<file path="config.mk">
export PLATFORM = sky130hd
export DESIGN_NAME = if_id_queue_flat
export DESIGN_NICKNAME = d
export VERILOG_FILES = /design/src/rtl/if_id_queue_if.sv /design/src/rtl/if_id_queue.sv /design/src/flat_wrapper.sv
export SDC_FILE = /design/constraint.sdc
export NUM_CORES = 1
export LEC_CHECK = 0
export BUFFER_PORTS_ARGS = -buffer_cell sky130_fd_sc_hd__buf_2
export CORE_MARGIN = 4
export CORE_UTILIZATION = 50
export DETAILED_ROUTE_END_ITERATION = 16
export PLACE_DENSITY = 0.69
export SYNTH_ARGS = -nofsm -noshare
export SYNTH_HDL_FRONTEND = slang
export SYNTH_SLANG_ARGS = --single-unit
</file>
<file path="constraint.sdc">
create_clock -name clk -period 5.2 [get_ports clk]
set_input_delay 0.52 -clock clk [delete_from_list [all_inputs] [get_ports clk]]
set_output_delay 0.52 -clock clk [all_outputs]
set_load 0.01 [all_outputs]
</file>
<file path="src/rtl/if_id_queue_if.sv">
// if_id_queue_if: fetch-side push bundle and decode-side head/stall bundle for the IF/ID queue.
interface if_id_queue_if #(
    parameter int ADDR_W = 32,
    parameter int INST_W = 32,
    parameter int LANES  = 2
);
    logic [LANES-1:0]        if_valid_i;
    logic [LANES*ADDR_W-1:0] if_pc_i;
    logic [LANES*INST_W-1:0] if_inst_i;
    logic                    if_ready_o;
    logic                    stall_i;
    logic [LANES-1:0]        id_valid_o;
    logic [LANES*ADDR_W-1:0] id_pc_o;
    logic [LANES*INST_W-1:0] id_inst_o;
    modport master (
        output if_valid_i, if_pc_i, if_inst_i, stall_i,
        input  if_ready_o, id_valid_o, id_pc_o, id_inst_o
    );
    modport slave (
        input  if_valid_i, if_pc_i, if_inst_i, stall_i,
        output if_ready_o, id_valid_o, id_pc_o, id_inst_o
    );
endinterface

</file>
<file path="src/rtl/if_id_queue.sv">
// if_id_queue: DEPTH-entry circular IF/ID buffer moving up to LANES (pc, inst) pairs per cycle, flushable.
module if_id_queue #(
    parameter int ADDR_W = 32,
    parameter int INST_W = 32,
    parameter int DEPTH  = 8,
    parameter int LANES  = 2
) (
    input  logic                       clk,
    input  logic                       rst,
    input  logic                       flush_i,
    if_id_queue_if.slave               bus,
    output logic [$clog2(DEPTH+1)-1:0] count_o
);
    localparam int PW = $clog2(DEPTH);
    localparam int CW = $clog2(DEPTH+1);
    logic [ADDR_W-1:0] pc_mem   [DEPTH];
    logic [INST_W-1:0] inst_mem [DEPTH];
    logic [PW-1:0]     rd_ptr, wr_ptr;
    logic [CW-1:0]     count, n_push, n_pop;
    logic [LANES-1:0]  id_valid;
    logic              ready;
    assign ready = count <= CW'(DEPTH - LANES);
    // only a contiguous run of valids from lane 0 is accepted
    assign n_push = (!ready || flush_i) ? '0 :
                    (LANES == 2 && &bus.if_valid_i) ? CW'(2) :
                    bus.if_valid_i[0] ? CW'(1) : '0;
    assign n_pop = bus.stall_i ? '0 : CW'($countones(id_valid));
    for (genvar k = 0; k < LANES; k++) begin : g_lane
        logic [PW-1:0] p;
        assign p = rd_ptr + PW'(k);
        assign id_valid[k] = (count > CW'(k)) && !flush_i;
        assign bus.id_pc_o[k*ADDR_W +: ADDR_W] = id_valid[k] ? pc_mem[p] : '0;
        assign bus.id_inst_o[k*INST_W +: INST_W] = id_valid[k] ? inst_mem[p] : '0;
    end
    always_ff @(posedge clk) begin
        for (int k = 0; k < LANES; k++) begin
            if (CW'(k) < n_push) begin
                pc_mem[wr_ptr + PW'(k)]   <= bus.if_pc_i[k*ADDR_W +: ADDR_W];
                inst_mem[wr_ptr + PW'(k)] <= bus.if_inst_i[k*INST_W +: INST_W];
            end
        end
    end
    always_ff @(posedge clk or negedge rst) begin
        if (!rst) begin
            rd_ptr <= '0;
            wr_ptr <= '0;
            count  <= '0;
        end else if (flush_i) begin
            rd_ptr <= '0;
            wr_ptr <= '0;
            count  <= '0;
        end else begin
            wr_ptr <= wr_ptr + n_push[PW-1:0];
            rd_ptr <= rd_ptr + n_pop[PW-1:0];
            count  <= count + n_push - n_pop;
        end
    end
    assign bus.if_ready_o = ready;
    assign bus.id_valid_o = id_valid;
    assign count_o = count;
endmodule

</file>
<file path="src/flat_wrapper.sv">
// flat-port wrapper written by rule: the top's interface ports become plain ports
module if_id_queue_flat 
#(
    parameter int ADDR_W = 32,
    parameter int INST_W = 32,
    parameter int DEPTH  = 8,
    parameter int LANES  = 2
)
  (clk, rst, flush_i, count_o, bus_if_valid_i, bus_if_pc_i, bus_if_inst_i, bus_stall_i, bus_if_ready_o, bus_id_valid_o, bus_id_pc_o, bus_id_inst_o);
  if_id_queue_if #(.ADDR_W(ADDR_W), .INST_W(INST_W), .LANES(LANES)) bus_i ();
  input  logic clk;
  input  logic rst;
  input  logic flush_i;
  output logic [$clog2(DEPTH+1)-1:0] count_o;
  input wire logic [$bits(bus_i.if_valid_i)-1:0] bus_if_valid_i;
  input wire logic [$bits(bus_i.if_pc_i)-1:0] bus_if_pc_i;
  input wire logic [$bits(bus_i.if_inst_i)-1:0] bus_if_inst_i;
  input wire logic [$bits(bus_i.stall_i)-1:0] bus_stall_i;
  output wire logic [$bits(bus_i.if_ready_o)-1:0] bus_if_ready_o;
  output wire logic [$bits(bus_i.id_valid_o)-1:0] bus_id_valid_o;
  output wire logic [$bits(bus_i.id_pc_o)-1:0] bus_id_pc_o;
  output wire logic [$bits(bus_i.id_inst_o)-1:0] bus_id_inst_o;
  assign bus_i.if_valid_i = bus_if_valid_i;
  assign bus_i.if_pc_i = bus_if_pc_i;
  assign bus_i.if_inst_i = bus_if_inst_i;
  assign bus_i.stall_i = bus_stall_i;
  assign bus_if_ready_o = bus_i.if_ready_o;
  assign bus_id_valid_o = bus_i.id_valid_o;
  assign bus_id_pc_o = bus_i.id_pc_o;
  assign bus_id_inst_o = bus_i.id_inst_o;
  if_id_queue #(.ADDR_W(ADDR_W), .INST_W(INST_W), .DEPTH(DEPTH), .LANES(LANES)) u_core (.clk(clk), .rst(rst), .flush_i(flush_i), .bus(bus_i), .count_o(count_o));
endmodule
</file>
==> flow_summary.json <==
{
  "worstPathArrival_ps": 4130,
  "rr_worst_depth": 5,
  "r2r_start": "u_core.wr_ptr[0]$_DFF_PN0_",
  "clock-sinks": 522,
  "synthSimpleGateAreaFrac": 0.0446,
  "synth-xor-area-share": 0.00338,
  "synth_top_family_by_area": "multiplexers",
  "hp-class": "in -> reg",
  "antenna_found_initial": 27,
  "path_cells": "ha_4 -> buf_12 -> mux2_2 -> o22ai_1 -> nor3_1 -> buf_2",
  "cp_slowest_cell": "ha_4",
  "grt_max_degree": 130,
  "synth.top_cell.area_share": 0.500,
  "ctsHtreeMaxLevel": 2,
  "fin_crit_ps": 4650,
  "critPathMaxStageDelay_ps": 950,
  "antenna_left": 0,
  "grt_pass1_vias": 21919,
  "cp_max_fo": 75,
  "gp_congestion": 0.848,
  "drv_slew": 0,
  "synthesis.nets": 2220,
  "ys_seq_area_frac": 0.509,
  "synth-seq-cells": 522,
  "yosysTopAreaCell": "edfxtp_1",
  "core_region_area_um2": 60600,
  "drt_wl_total_um": 97700,
  "synthAdderAreaFrac": 0.00709,
  "dieArea_um2": 65500,
  "startpoint_type": "flip-flop",
  "port_buffers": 268,
  "met2_usage": 0.460,
  "setup_viol": 0,
  "grt_overflow_total": 0,
  "rsz0062_at_grt": "no",
  "cp_top_family": "adder cells",
  "skew_ps": 20.7,
  "fin_nets": 2443,
  "avgSynthCellArea_um2": 14.8,
  "synthMuxAreaShare": 0.370,
  "yosys_warnings": 0,
  "clockRootBuffer": "clkbuf_16",
  "die_x_um": 256,
  "wl_per_cell_um": 31.2,
  "met1_usage": 0.383,
  "power_density_nw_per_um2": 417,
  "io_pins": 269,
  "slew_headroom": 0.0969,
  "drt_first_pass_iters": 5,
  "r2r_slack_ps": 1850,
  "vias": 21071,
  "yosys-top-cells-count": "606 x mux2_2, 512 x edfxtp_1, 137 x nand2_1",
  "finalNonFillerCells": 3134,
  "hold_path_end": "u_core.wr_ptr[2]$_DFF_PN0_",
  "final-hold-violation-count": 0,
  "clk_path_buf_depth": 3,
  "grt_pass1_wl_um": 143000,
  "grtUsageMet3": 0.0806,
  "die_y_um": 256,
  "synth_area_leaders": "edfxtp_1 50%, mux2_2 22%, mux4_2 9.5%",
  "crit_path_end_kind": "primary output",
  "cts_resized": 0,
  "drc": 0,
  "insertion_delay_ps": 630,
  "synth_top_flop_cell": "edfxtp_1",
  "cts_tree": "done",
  "hold_depth": 2,
  "fin_setup_tns_ps": 0,
  "area_growth_syn_to_layout_pct": 13.4,
  "via_per_inst": 6.72,
  "synth_most_common_cell": "mux2_2",
  "cts_made_buffers": 57,
  "netlist_instances": 2071,
  "syn_area_um2": 30700,
  "drt_iter0_drc": 2576,
  "path_clk_slew_ps": 60,
  "p_leak_nw": 11.6,
  "track_usage": 0.289,
  "fp-row-count": 90,
  "drv_cap": 0,
  "required_ps": 4680,
  "hold_path_startpoint": "flush_i",
  "synth_edf_count": 512,
  "start_util": 0.507,
  "busiest_layer": "met2",
  "worst_pin_slew_ps": 1350,
  "synth_cell_types": 43,
  "vdd_drop_max_mv": 0.357,
  "crit_type": "reg -> out",
  "fmax_ghz": 0.215,
  "dp.final_hpwl_um": 56100,
  "final_layout_size_suffix_gt1_frac": 0.502,
  "synth_compound_area_frac": 0.0373,
  "reg2reg_to": "u_core.pc_mem[6][18]$_DFFE_PP_",
  "cts_setup_buffers": 0,
  "crit_buf_inv": 2,
  "dp_cells": 3016,
  "finalCritPeriodShare": 0.894,
  "synthArstFlopShare": 0.0192,
  "outcome": "finished clean"
}
cell families after synthesis:
group,Yosys count
mux,895
flops,522
simple gates,313
buf+inv,176
compound gates,142
fa+ha+maj,15
xor+xnor,8
report_power, final:
part	leakage, nW	switching (mW)	internal [mW]	total (mW)
logic	5.95	3.11	2.47	5.58
registers	4.76	0.120	4.80	4.92
clock network	0.896	1.68	2.35	4.03
flip-flops by register name (all words and copies together), names as in the netlist:
signal and flops:
u_core.inst_mem 256, u_core.pc_mem 256, u_core.wr_ptr 3, u_core.count_o 4, u_core.rd_ptr 3
worst max-delay path by stage:
stage	slack [ps]	end	startpoint	depth (start not counted)
6_report	550	bus_id_inst_o[32]	u_core.rd_ptr[1]$_DFF_PN0_	6
5_1_grt	490	bus_id_inst_o[32]	u_core.rd_ptr[1]$_DFF_PN0_	6
4_1_cts	680	bus_id_inst_o[35]	u_core.rd_ptr[1]$_DFF_PN0_	7
3_5_place_dp	1340	bus_id_inst_o[35]	u_core.rd_ptr[1]$_DFF_PN0_	7
3_3_place_gp	1370	bus_id_inst_o[35]	u_core.rd_ptr[1]$_DFF_PN0_	7
2_1_floorplan	120	u_core.inst_mem[6][0]$_DFFE_PP_	u_core.count_o[3]$_DFF_PN0_	6
metrics by stage:
stage               area (um^2)  power, mW  setup slack [ps]  hold slack (ps)   util
finish                    34900       14.5               551              277  0.575
global route              34800       15.1               492              268  0.575
CTS                       34800       14.6               682              240  0.575
detailed placement        33000       10.5              1340              414  0.544
global placement          33000       10.5              1370              407  0.544
floorplan                 30700       8.67               120              224      -
per-layer routing:
| layer | share of wire | vias to the layer above |
|---|---|---|
| met5 | 0.0015 | - |
| met4 | 0.031 | 22 |
| met3 | 0.10 | 254 |
| met2 | 0.47 | 1280 |
| met1 | 0.39 | 10757 |
| li1 | - | 8758 |
repair_timing:
item / in CTS / in global routing
endpoints found under the setup margin: 0 / 0
hold buffers: 1 / 0
endpoints found under the hold margin: 10 / 0
final cells by class:
class,count,area [um^2]
multi-input combinational,1373,14400
clock buffer,70,1520
timing repair buffer,326,1940
fill,4779,25700
sequential,522,15600
tap,782,978
inverter,14,52.6
clock inverter,32,305
antenna,15,37.5
cells in the final DEF, fill, tap and decap left out, drive strengths merged, types with 10 or more instances in the layout:
master	n
inv	15
o22ai	63
nor2	85
clkbuf	70
buf	325
ha	11
a32o	63
mux2i	128
nor3	72
diode	15
mux4	129
nand2	137
dfrtp	10
mux2	638
edfxtp	512
clkinv	24
No activity file was read; power rests on OpenSTA's default activity.
